File: config.mk
export PLATFORM = sky130hd
export DESIGN_NAME = fft_peak_detect
export DESIGN_NICKNAME = d
export VERILOG_FILES = /design/src/rtl/fft_pkg.sv /design/src/rtl/fft_mag_sq.sv /design/src/rtl/fft_peak_detect.sv
export SDC_FILE = /design/constraint.sdc
export NUM_CORES = 1
export LEC_CHECK = 0
export CAP_MARGIN = 10
export CORE_UTILIZATION = 31
export CTS_BUF_LIST = sky130_fd_sc_hd__clkbuf_8 sky130_fd_sc_hd__clkbuf_16
export CTS_CLUSTER_SIZE = 16
export DETAILED_ROUTE_END_ITERATION = 6
export DONT_BUFFER_PORTS = 1
export GPL_TIMING_DRIVEN = 1
export MAX_ROUTING_LAYER = met4
export PLACE_DENSITY = 0.56
export RECOVER_POWER = 50
export SLEW_MARGIN = 10
export SYNTH_ARGS = -nofsm -noshare
export SYNTH_HDL_FRONTEND = slang
export SYNTH_SLANG_ARGS = --single-unit
File: constraint.sdc
create_clock -name i_clk -period 10.5 [get_ports i_clk]
set_input_delay 1.05 -clock i_clk [delete_from_list [all_inputs] [get_ports i_clk]]
set_output_delay 1.05 -clock i_clk [all_outputs]
set_load 0.01 [all_outputs]
File: src/rtl/fft_pkg.sv
// Shared definitions for the FFT peak detector: widths, frame size and the
// packed complex sample layout produced by the 16-point FFT core.
package fft_pkg;
    localparam int OWIDTH  = 11;
    localparam int LGWIDTH = 4;
    localparam int MWIDTH  = 2 * OWIDTH;
    localparam int N       = 1 << LGWIDTH;

    localparam logic [LGWIDTH-1:0] DC_BIN   = '0;
    localparam logic [LGWIDTH-1:0] LAST_BIN = LGWIDTH'(N - 1);

    // {re, im}: real part in the upper half, imaginary in the lower half
    typedef struct packed {
        logic signed [OWIDTH-1:0] re;
        logic signed [OWIDTH-1:0] im;
    } cplx_t;
endpackage

File: src/rtl/fft_mag_sq.sv
// Two-stage |X|^2 pipeline: S1 squares both components, S2 sums them.
// Free-running; a valid bit and an opaque sideband ride alongside the data.
import fft_pkg::*;

module fft_mag_sq #(
    parameter int SBW = 1
) (
    input  logic              i_clk,
    input  logic              i_reset,
    input  logic              i_valid,
    input  cplx_t             i_sample,
    input  logic [SBW-1:0]    i_side,
    output logic              o_valid,
    output logic [MWIDTH-1:0] o_mag,
    output logic [SBW-1:0]    o_side
);
    logic signed [MWIDTH-1:0] w_re_ext;
    logic signed [MWIDTH-1:0] w_im_ext;
    logic signed [MWIDTH-1:0] w_re_sq_full;
    logic signed [MWIDTH-1:0] w_im_sq_full;

    logic [MWIDTH-2:0] r_re_sq;
    logic [MWIDTH-2:0] r_im_sq;
    logic              r_v1;
    logic [SBW-1:0]    r_side1;

    // Sign-extend before multiplying so the product keeps full precision;
    // the largest square, (-2^(OWIDTH-1))^2, fits in MWIDTH-1 bits.
    assign w_re_ext     = MWIDTH'(i_sample.re);
    assign w_im_ext     = MWIDTH'(i_sample.im);
    assign w_re_sq_full = w_re_ext * w_re_ext;
    assign w_im_sq_full = w_im_ext * w_im_ext;

    // S1: register the two squares with their valid and sideband
    always_ff @(posedge i_clk) begin
        if (i_reset) begin
            r_re_sq <= '0;
            r_im_sq <= '0;
            r_v1    <= 1'b0;
            r_side1 <= '0;
        end else begin
            r_re_sq <= w_re_sq_full[MWIDTH-2:0];
            r_im_sq <= w_im_sq_full[MWIDTH-2:0];
            r_v1    <= i_valid;
            r_side1 <= i_side;
        end
    end

    // S2: sum of squares, one extra bit so the add cannot overflow
    always_ff @(posedge i_clk) begin
        if (i_reset) begin
            o_mag   <= '0;
            o_valid <= 1'b0;
            o_side  <= '0;
        end else begin
            o_mag   <= {1'b0, r_re_sq} + {1'b0, r_im_sq};
            o_valid <= r_v1;
            o_side  <= r_side1;
        end
    end
endmodule

File: src/rtl/fft_peak_detect.sv
// Per-frame peak finder for the FFT output stream. Tracks the bin position,
// feeds |X|^2 through fft_mag_sq, keeps the running maximum and publishes the
// peak bin/magnitude once per frame.
// Build option FFT_PEAK_SKIP_DC_EN: exclude bin 0 from the peak search.
import fft_pkg::*;

module fft_peak_detect (
    input  logic                  i_clk,
    input  logic                  i_reset,
    input  logic                  i_ce,
    input  logic [2*OWIDTH-1:0]   i_result,
    input  logic                  i_sync,
    output logic                  o_valid,
    output logic [LGWIDTH-1:0]    o_bin,
    output logic [MWIDTH-1:0]     o_mag,
    output logic                  o_sync_err
);
    // Handshake: there is no back-pressure. A sample is taken on every edge
    // where i_ce is high and the block is armed (or i_sync arms it); o_valid
    // and o_sync_err are single-cycle strobes, o_bin/o_mag hold until the
    // next o_valid.

    // Sideband layout: {err, first, last, bin}
    localparam int SBW = LGWIDTH + 3;

    logic               r_armed;
    logic [LGWIDTH-1:0] r_bin;

    logic               w_restart;
    logic               w_accept;
    logic               w_err;
    logic [LGWIDTH-1:0] w_bin;

    logic               r_s0_valid;
    cplx_t              r_s0_sample;
    logic [SBW-1:0]     r_s0_side;

    logic               w_s2_valid;
    logic [MWIDTH-1:0]  w_s2_mag;
    logic [SBW-1:0]     w_s2_side;
    logic               w_s2_err;
    logic               w_s2_first;
    logic               w_s2_last;
    logic [LGWIDTH-1:0] w_s2_bin;

    logic [MWIDTH-1:0]  r_best_mag;
    logic [LGWIDTH-1:0] r_best_bin;
    logic [MWIDTH-1:0]  w_new_mag;
    logic [LGWIDTH-1:0] w_new_bin;

    // A sync while armed is only legitimate right after bin N-1; anywhere
    // else it aborts the partial frame and restarts at bin 0.
    assign w_restart = i_ce & i_sync;
    assign w_accept  = i_ce & (r_armed | i_sync);
    assign w_err     = w_restart & r_armed & (r_bin != LAST_BIN);
    assign w_bin     = w_restart ? DC_BIN : r_bin + 1'b1;

    // Frame position counter; the increment wraps N-1 -> 0 on its own
    always_ff @(posedge i_clk) begin
        if (i_reset) begin
            r_armed <= 1'b0;
            r_bin   <= '0;
        end else if (w_accept) begin
            r_armed <= 1'b1;
            r_bin   <= w_bin;
        end
    end

    // Input capture: the accepting edge registers the sample and its tags
    always_ff @(posedge i_clk) begin
        if (i_reset) begin
            r_s0_valid  <= 1'b0;
            r_s0_sample <= '0;
            r_s0_side   <= '0;
        end else begin
            r_s0_valid  <= w_accept;
            r_s0_sample <= i_result;
            r_s0_side   <= {w_err, w_bin == DC_BIN, w_bin == LAST_BIN, w_bin};
        end
    end

    fft_mag_sq #(
        .SBW (SBW)
    ) u_mag_sq (
        .i_clk    (i_clk),
        .i_reset  (i_reset),
        .i_valid  (r_s0_valid),
        .i_sample (r_s0_sample),
        .i_side   (r_s0_side),
        .o_valid  (w_s2_valid),
        .o_mag    (w_s2_mag),
        .o_side   (w_s2_side)
    );

    assign w_s2_err   = w_s2_side[SBW-1];
    assign w_s2_first = w_s2_side[SBW-2];
    assign w_s2_last  = w_s2_side[SBW-3];
    assign w_s2_bin   = w_s2_side[LGWIDTH-1:0];

    // Post-update best: first bin reseeds, later bins replace only if strictly larger
    always_comb begin
        w_new_mag = r_best_mag;
        w_new_bin = r_best_bin;
        if (w_s2_first) begin
`ifdef FFT_PEAK_SKIP_DC_EN
            w_new_mag = '0;
            w_new_bin = LGWIDTH'(1);
`else
            w_new_mag = w_s2_mag;
            w_new_bin = w_s2_bin;
`endif
        end else if (w_s2_mag > r_best_mag) begin
            w_new_mag = w_s2_mag;
            w_new_bin = w_s2_bin;
        end
    end

    // S3: commit running best and publish on the last bin of a frame
    always_ff @(posedge i_clk) begin
        if (i_reset) begin
            r_best_mag <= '0;
            r_best_bin <= '0;
            o_valid    <= 1'b0;
            o_sync_err <= 1'b0;
            o_bin      <= '0;
            o_mag      <= '0;
        end else begin
            o_valid    <= w_s2_valid & w_s2_last;
            o_sync_err <= w_s2_valid & w_s2_err;
            if (w_s2_valid) begin
                r_best_mag <= w_new_mag;
                r_best_bin <= w_new_bin;
            end
            if (w_s2_valid & w_s2_last) begin
                o_bin <= w_new_bin;
                o_mag <= w_new_mag;
            end
        end
    end
endmodule

==> results of run 1 <==
[synthesized netlist by cell type (23+ instances only)]
library cell | number | area share (%)
a21oi_1 | 42 | 1.5
and2_1 | 60 | 2.6
clkbuf_1 | 47 | 1.2
dfxtp_1 | 167 | 23
fa_1 | 200 | 28
ha_1 | 125 | 11
inv_1 | 294 | 7.7
mux2i_1 | 28 | 2.0
nand2_1 | 79 | 2.1
nor2_1 | 159 | 4.2
nor2b_1 | 67 | 2.9
o221a_1 | 25 | 2.0
xnor2_1 | 36 | 2.2
xor2_1 | 23 | 1.4
[critical path, stage by stage, from the launching register on]
cell	delay, ns
dfxtp_1	0.59
nand2_1	0.22
fa_1	0.52
fa_1	0.54
inv_1	0.05
fa_1	0.45
fa_1	0.49
inv_1	0.05
fa_1	0.47
inv_1	0.04
ha_1	0.36
a2111oi_2	0.31
o21ai_1	0.20
a2111oi_2	0.42
o21ai_1	0.15
o311a_1	0.32
nor3_1	0.19
nor3_2	0.07
[through the flow]
stage          hold WS, ns  setup slack [ns]  total power, mW  utilization (%)
2_1_floorplan        0.402              5.29             1.51                -
3_3_place_gp         0.416              5.05             1.69             32.7
3_5_place_dp         0.417              4.96             1.70             32.7
4_1_cts              0.426              4.92             2.35             34.0
5_1_grt              0.445              4.66             2.52             34.0
6_report             0.423              4.95             2.32             34.0
[state kept, by name, indices dropped and copies added (netlist names), 4 cells and up]
name / cells
u_mag_sq.o_mag: 22
o_bin: 4
u_mag_sq.r_re_sq: 20
r_best_bin: 4
r_s0_sample: 22
o_mag: 22
r_bin: 4
u_mag_sq.r_im_sq: 20
u_mag_sq.r_side1: 7
r_s0_side: 7
r_best_mag: 22
u_mag_sq.o_side: 7
[worst paths after layout]
kind	from	to	slack, ns	depth (start not counted)
hold reg to reg	u_mag_sq.o_side[6]	o_sync_err	0.42	2
setup / recovery	r_s0_sample[17]	u_mag_sq.r_re_sq[19]	4.95	17
setup reg to reg	r_s0_sample[17]	u_mag_sq.r_re_sq[19]	4.95	17
hold / removal	u_mag_sq.o_side[6]	o_sync_err	0.42	2
[layout by cell type, fill, tap and decap left out, drive strengths merged, types with 5 or more instances in the layout]
| cell | synthesis | layout |
|---|---|---|
| o211ai | 5 | 5 |
| clkbuf | 47 | 21 |
| dfxtp | 167 | 167 |
| mux2i | 28 | 28 |
| nor2b | 67 | 67 |
| xnor2 | 36 | 36 |
| ha | 125 | 125 |
| and3 | 7 | 7 |
| nor3 | 16 | 16 |
| xor2 | 23 | 23 |
| nand4 | 7 | 7 |
| a21o | 11 | 11 |
| nor2 | 159 | 159 |
| a211oi | 10 | 10 |
| o221a | 25 | 25 |
| o21a | 15 | 15 |
| inv | 294 | 299 |
| a31oi | 7 | 7 |
| and2 | 60 | 60 |
| a21oi | 43 | 43 |
| o21ai | 26 | 26 |
| nand2b | 16 | 16 |
| fa | 200 | 200 |
| nand2 | 79 | 79 |
| or2 | 5 | 5 |
[cell families after synthesis]
group / count (synthesis) / synth area share, %
AOI/OAI and AO/OA: 168 / 8.53
and+or+nand+nor: 429 / 14.5
xor gates and xnor gates: 59 / 3.60
DFF: 167 / 23.3
buffers and inverters: 349 / 9.26
muxes: 29 / 2.03
adders and majority gates: 325 / 38.8
[power groups by stage]
stage	Combinational (mW)	Clock, mW	Sequential, mW
after floorplan	0.756	0	0.750
after global placement	0.901	0	0.786
after detailed placement	0.915	0	0.786
after CTS	0.923	0.659	0.772
after global routing	1.06	0.685	0.780
final	0.910	0.637	0.770
[metal layers]
metal	global-route usage [%]	wire length [um]
met5	-	0
met1	15.7	12600
met3	2.25	961
met2	23.0	14400
met4	3.00	255
[layout make-up]
type | count | area, sq um
flip-flops and latches | 167 | 3340
inverters | 295 | 1110
clock buffers | 21 | 480
repair buffers | 2 | 15.0
clock inverters | 11 | 114
well taps | 600 | 751
fillers | 4639 | 30100
multi-input cells | 1010 | 9680
==> results.md, run 1 <==
* DRC errors left at 0
* Crit path DAT at 5.87 ns
* Antenna Cells at 0
* Post-synth EDFFs at 0
* HP Class: flop to flop
* GP Congestion at a little over 0.8
* CTS tree: built
* Hpwl dp at 22500 um
* Share of post-route cells with drive strength above 1 at 2.92%
* GRT Overall Usage at a little over an eighth
* Max Fclk at 180 MHz
* Vias in the first global route at ~10000
* Rel. slew slack at 23.6%
* Post-DRT Antenna Nets at 0
* Clk buf depth at 2
* Crit-path max FO at 12
* Initial antenna violation count at 1
* Final net count at between 1500 and 2000
* Clock Power Share at 27.5%
* Least-Margin Pin Slew at around 1.1 ns
* Post-Syn Instances at 1526
* Final Instance Area at 15500 sq um
* Post-CTS setup buffers at 0
* Vias per cell at 4.53
* Mapped Nets at 1877
* Initial drt markers at ~500
* Wirelength per Cell at approximately 13 um
* Placed cell area at 14900 sq um
* Ys async rst share at 0%
* Total negative slack at 0 ns
* Worst VDD drop at 0.000134 V
* #FFs+latches synth at approximately 170
* Port bufs at 0
* Layout Area Growth over Synthesis at 7.92%
* Synthesized area per cell at 9.41 sq um
* Internal Power at 1.47 mW
* Clock-pin slew on the worst setup and hold paths at around 0.070 ns
* Critical setup path kind: flop to flop
* Cts hold-fix bufs at 0
* Pre-antenna DRT Iters at 5
* P_leak at approximately 7 nW
* Register area share after synthesis at about a quarter
* Clk sink count at 167
* Die area at ~47000 sq um
* Post-route non-filler standard cell count at 2106
* Core box area at approximately 46000 sq um
* Fin. Hold Viols at 0
* CP required at 10.82 ns
* Flop pwr share at 33.2%
* Max H-tree Level at 4
* First-pass GRT wire length at 48800 um
* Number of setup violations in the final report at 0
* Die extent in x at 217 um
* Synth Flop Type: dfxtp_1
* Sw Ratio at 36.4%
* Clock Latency Late Sink at 0.44 ns
* Placed Cells at 2074
* CTS Root Cell: clkbuf_16
* Critical Path Sink Type: flop
* RSZ-0062 raised after global routing: false
* Tmin final at approximately 5.6 ns
* Cts repair resizes at 0
* Crit start category: flop
* Yosys warning total at 0
* GR Overflow Total at 0
* Ports at 54
* Total of max-cap violations at 0
* Power per cell area at 150 nW/um^2
* Row count at 78
* Logic pwr share at 39.3%
* Die Ht at ~220 um
* Via count of the routed design at 9544
* Unique cell type count in the Yosys netlist at 59
* Synth Cell Area at approximately 14000 sq um
* Status: finished clean
* Tcrit/Tclk final at 52.9%
* Post-Route WL at 28200 um
* Initial Utilization at 31.5%
* Max-slew violations at 0
* Largest net degree at the start of global routing at 170
* Worst Skew at 0.0175 ns
* Cts bufs inserted at 17
* Switching power at roughly 0.84 mW
No activity file was read; power rests on OpenSTA's default activity.
==> run 2, diff against run 1 <==
Settings changed: ABC_AREA set to 1, PLACE_DENSITY 0.56 to 0.57.
Clock period 10.5 ns to 4.9 ns, I/O delays scaled along.
==> results.md, run 2 <==
* Status: finished, violations left
* Failing checks: capacitance limit, slew limit
* GR Overflow Total at 0
* DRC errors left at 0
* Core box area at 49000 sq um
* Clk sink count at ~170
* Simple-Gate Fraction of Synth Area at 19.2%
* Commonest cells after routing, fill and taps aside: inv_1 (506), nand2_1 (319), fa_1 (196), nor2_1 (190), dfxtp_1 (148)
* Vias per cell at 4.43
* Row count at 81
* Cts hold-fix bufs at 0
* Largest family of logic cells by synthesized area: adder cells
* GP Congestion at around 0.87
* Met2 WL post-DR at between 15000 and 20000 um
* Pre-antenna DRT Iters at 5
* Crit path DAT at roughly 5.0 ns
* #FFs+latches synth at 167
* Met1 WL at 15600 um
* Port bufs at 0
* Most frequent cell after synthesis: inv_1
* Die extent in x at 225 um
* Clock Power Share at 23.1%
* Commonest cells post-synth: inv_1 (506), nand2_1 (322), fa_1 (200)
* CP required at 5.24 ns
* HP Class: input port to flop
* Initial antenna violation count at 0
* Initial Utilization at 31.4%
* Rel. slew slack at -12.3%
* Final net count at 2326
* Total of max-cap violations at 1
* Post-Route WL at 33500 um
* Post-Synth XOR/XNOR Area at 1.08%
* Post-CTS setup buffers at 0
* P_leak at between 9 and 10 nW
* Layout Area Growth over Synthesis at 10.0%
* Mapped Nets at 2328
* Largest area contributor in the netlist: fa_1
* Filler cell count at 5202
* Switching power at approximately 2.5 mW
* Max H-tree Level at 4
* Die area at 50500 sq um
* Post-Syn Instances at 1977
* Vias in the first global route at 12100
* Placed Cells at 2620
* Register area at ~3400 sq um
* Post-route non-filler standard cell count at approximately 2700
* Top-area cell type share of the netlist area at 26.0%
* Worst VDD drop at 0.000297 V
* Clock Latency Late Sink at approximately 0.45 ns
* Post-synth EDFFs at 0
* Detail Route met3 WL at 814 um
* Internal Power at around 3.2 mW
* Crit start category: flop
* Highest Signal Layer: met4
* Cts bufs inserted at 17
* Logic pwr share at 47.4%
* Die Ht at 225 um
* Crit-path max FO at 7
* Worst Skew at approximately 0.018 ns
* CTS tree: built
* Multi-input gate area at 9960 sq um
* Sw Ratio at around 44%
* Synth Cell Area at 15400 sq um
* Largest net degree at the start of global routing at 122
* Antenna Cells at 0
* RSZ-0062 raised after global routing: false
* Ports at 54
* First-pass GRT wire length at about 57000 um
* Synth Flop Type: dfxtp_1
* Post-DRT Antenna Nets at 0
* Number of setup violations in the final report at 0
* Least-Margin Pin Slew at between 1.5 and 2 ns
* Post-synthesis adder-cell area fraction at 36.2%
* Fin. Hold Viols at 0
* Hpwl dp at 26800 um
* GRT Overall Usage at approximately 15%
* Fraction of the mapped netlist area in compound gates at 7.66%
* Tcrit/Tclk final at between 90% and 100%
* Wirelength per Cell at ~13 um
* Ys async rst share at 0%
* Post-synthesis mux area share at 0.0732%
* Synth area leaders: fa_1 (26%), dfxtp_1 (22%), inv_1 (12%)
* Initial drt markers at 749
* Most common cell after layout, fill and taps aside: inv_1
* Via count of the routed design at 11700
* Register area share after synthesis at 21.7%
* Synthesized area per cell at 7.79 sq um
* Total negative slack at 0 ns
* Share of post-route cells with drive strength above 1 at 7.20%
* Clock-pin slew on the worst setup and hold paths at 0.08 ns
* CTS Root Cell: clkbuf_16
* Tmin final at 4.65 ns
* Max Fclk at about 220 MHz
* Flop pwr share at between 20% and 30%
* Clk buf depth at 2
* Unique cell type count in the Yosys netlist at 44
* Yosys warning total at 0
* Power per cell area at 336 nW/um^2
* Max-slew violations at 34
* Critical Path Sink Type: flop
* Critical setup path kind: flop to flop
[run 2: path summary, 6_finish.rpt]
path | startpoint | endpoint | slack (ns) | cells after the start
min reg2reg | u_mag_sq.r_side1[1] | u_mag_sq.o_side[1] | 0.40 | 2
min | i_result[6] | r_s0_sample[6] | 0.13 | 2
max reg2reg | r_s0_sample[6] | u_mag_sq.r_im_sq[18] | 0.25 | 18
max | r_s0_sample[6] | u_mag_sq.r_im_sq[18] | 0.25 | 18
[run 2: what timing repair did]
item,CTS,global route
endpoints found under the setup margin,4,17
hold endpoints to repair,0,0
pin swaps,0,2
gates resized for setup,12,44
[run 2: worst max-delay path: stages (launching register included)]
cell	delay, ns
dfxtp_2	0.37
buf_4	0.18
nand2_1	0.10
inv_1	0.07
fa_1	0.56
inv_1	0.11
fa_1	0.58
fa_1	0.44
fa_1	0.46
fa_1	0.49
inv_1	0.04
ha_2	0.38
nand2_1	0.12
nor4_1	0.28
nand2_1	0.08
nand2_1	0.11
nand2_1	0.05
nand2_1	0.06
nor2_1	0.04
[run 2: power by group through the flow]
stage,Sequential [mW],Clock (mW),Combinational (mW)
final,1.67,1.32,2.70
after global routing,1.69,1.43,3.10
after CTS,1.68,1.37,2.67
after detailed placement,1.71,0,2.65
after global placement,1.71,0,2.62
after floorplan,1.64,0,2.20
[run 2: cells by family (layout without fill, tap and decap cells)]
| group | after synthesis | count (layout) |
|---|---|---|
| simple gates | 678 | 678 |
| fa+ha+maj | 325 | 325 |
| compound gates | 220 | 220 |
| mux | 1 | 1 |
| flops | 167 | 167 |
| xor+xnor | 19 | 19 |
| buf+inv | 567 | 577 |
[run 2: area by class of cell]
cell class	instances	share of cell area (%)
repair buffers	36	1.60
inverters	510	11.3
clock buffers	19	2.67
well taps	664	4.91
clock inverters	12	0.643
flip-flops and latches	167	20.0
multi-input cells	1243	58.8
[run 2: metrics by stage]
stage / util (%) / hold slack, ns / setup slack (ns) / cell area (sq um) / total power [mW]
global route: 34.6 / 0.103 / 0.0132 / 16900 / 6.21
global placement: 33.2 / 0.389 / -0.159 / 16200 / 4.33
detailed placement: 33.2 / 0.395 / -0.252 / 16200 / 4.36
CTS: 34.3 / 0.0955 / 0.00897 / 16800 / 5.72
floorplan: - / 0.388 / 0.0553 / 15400 / 3.84
finish: 34.6 / 0.134 / 0.251 / 16900 / 5.69
[run 2: layer usage]
metal,up-vias,GRT usage [%]
met3,22,1.72
met2,146,25.1
met5,-,-
li1,5916,-
met1,5665,18.2
met4,0,3.16
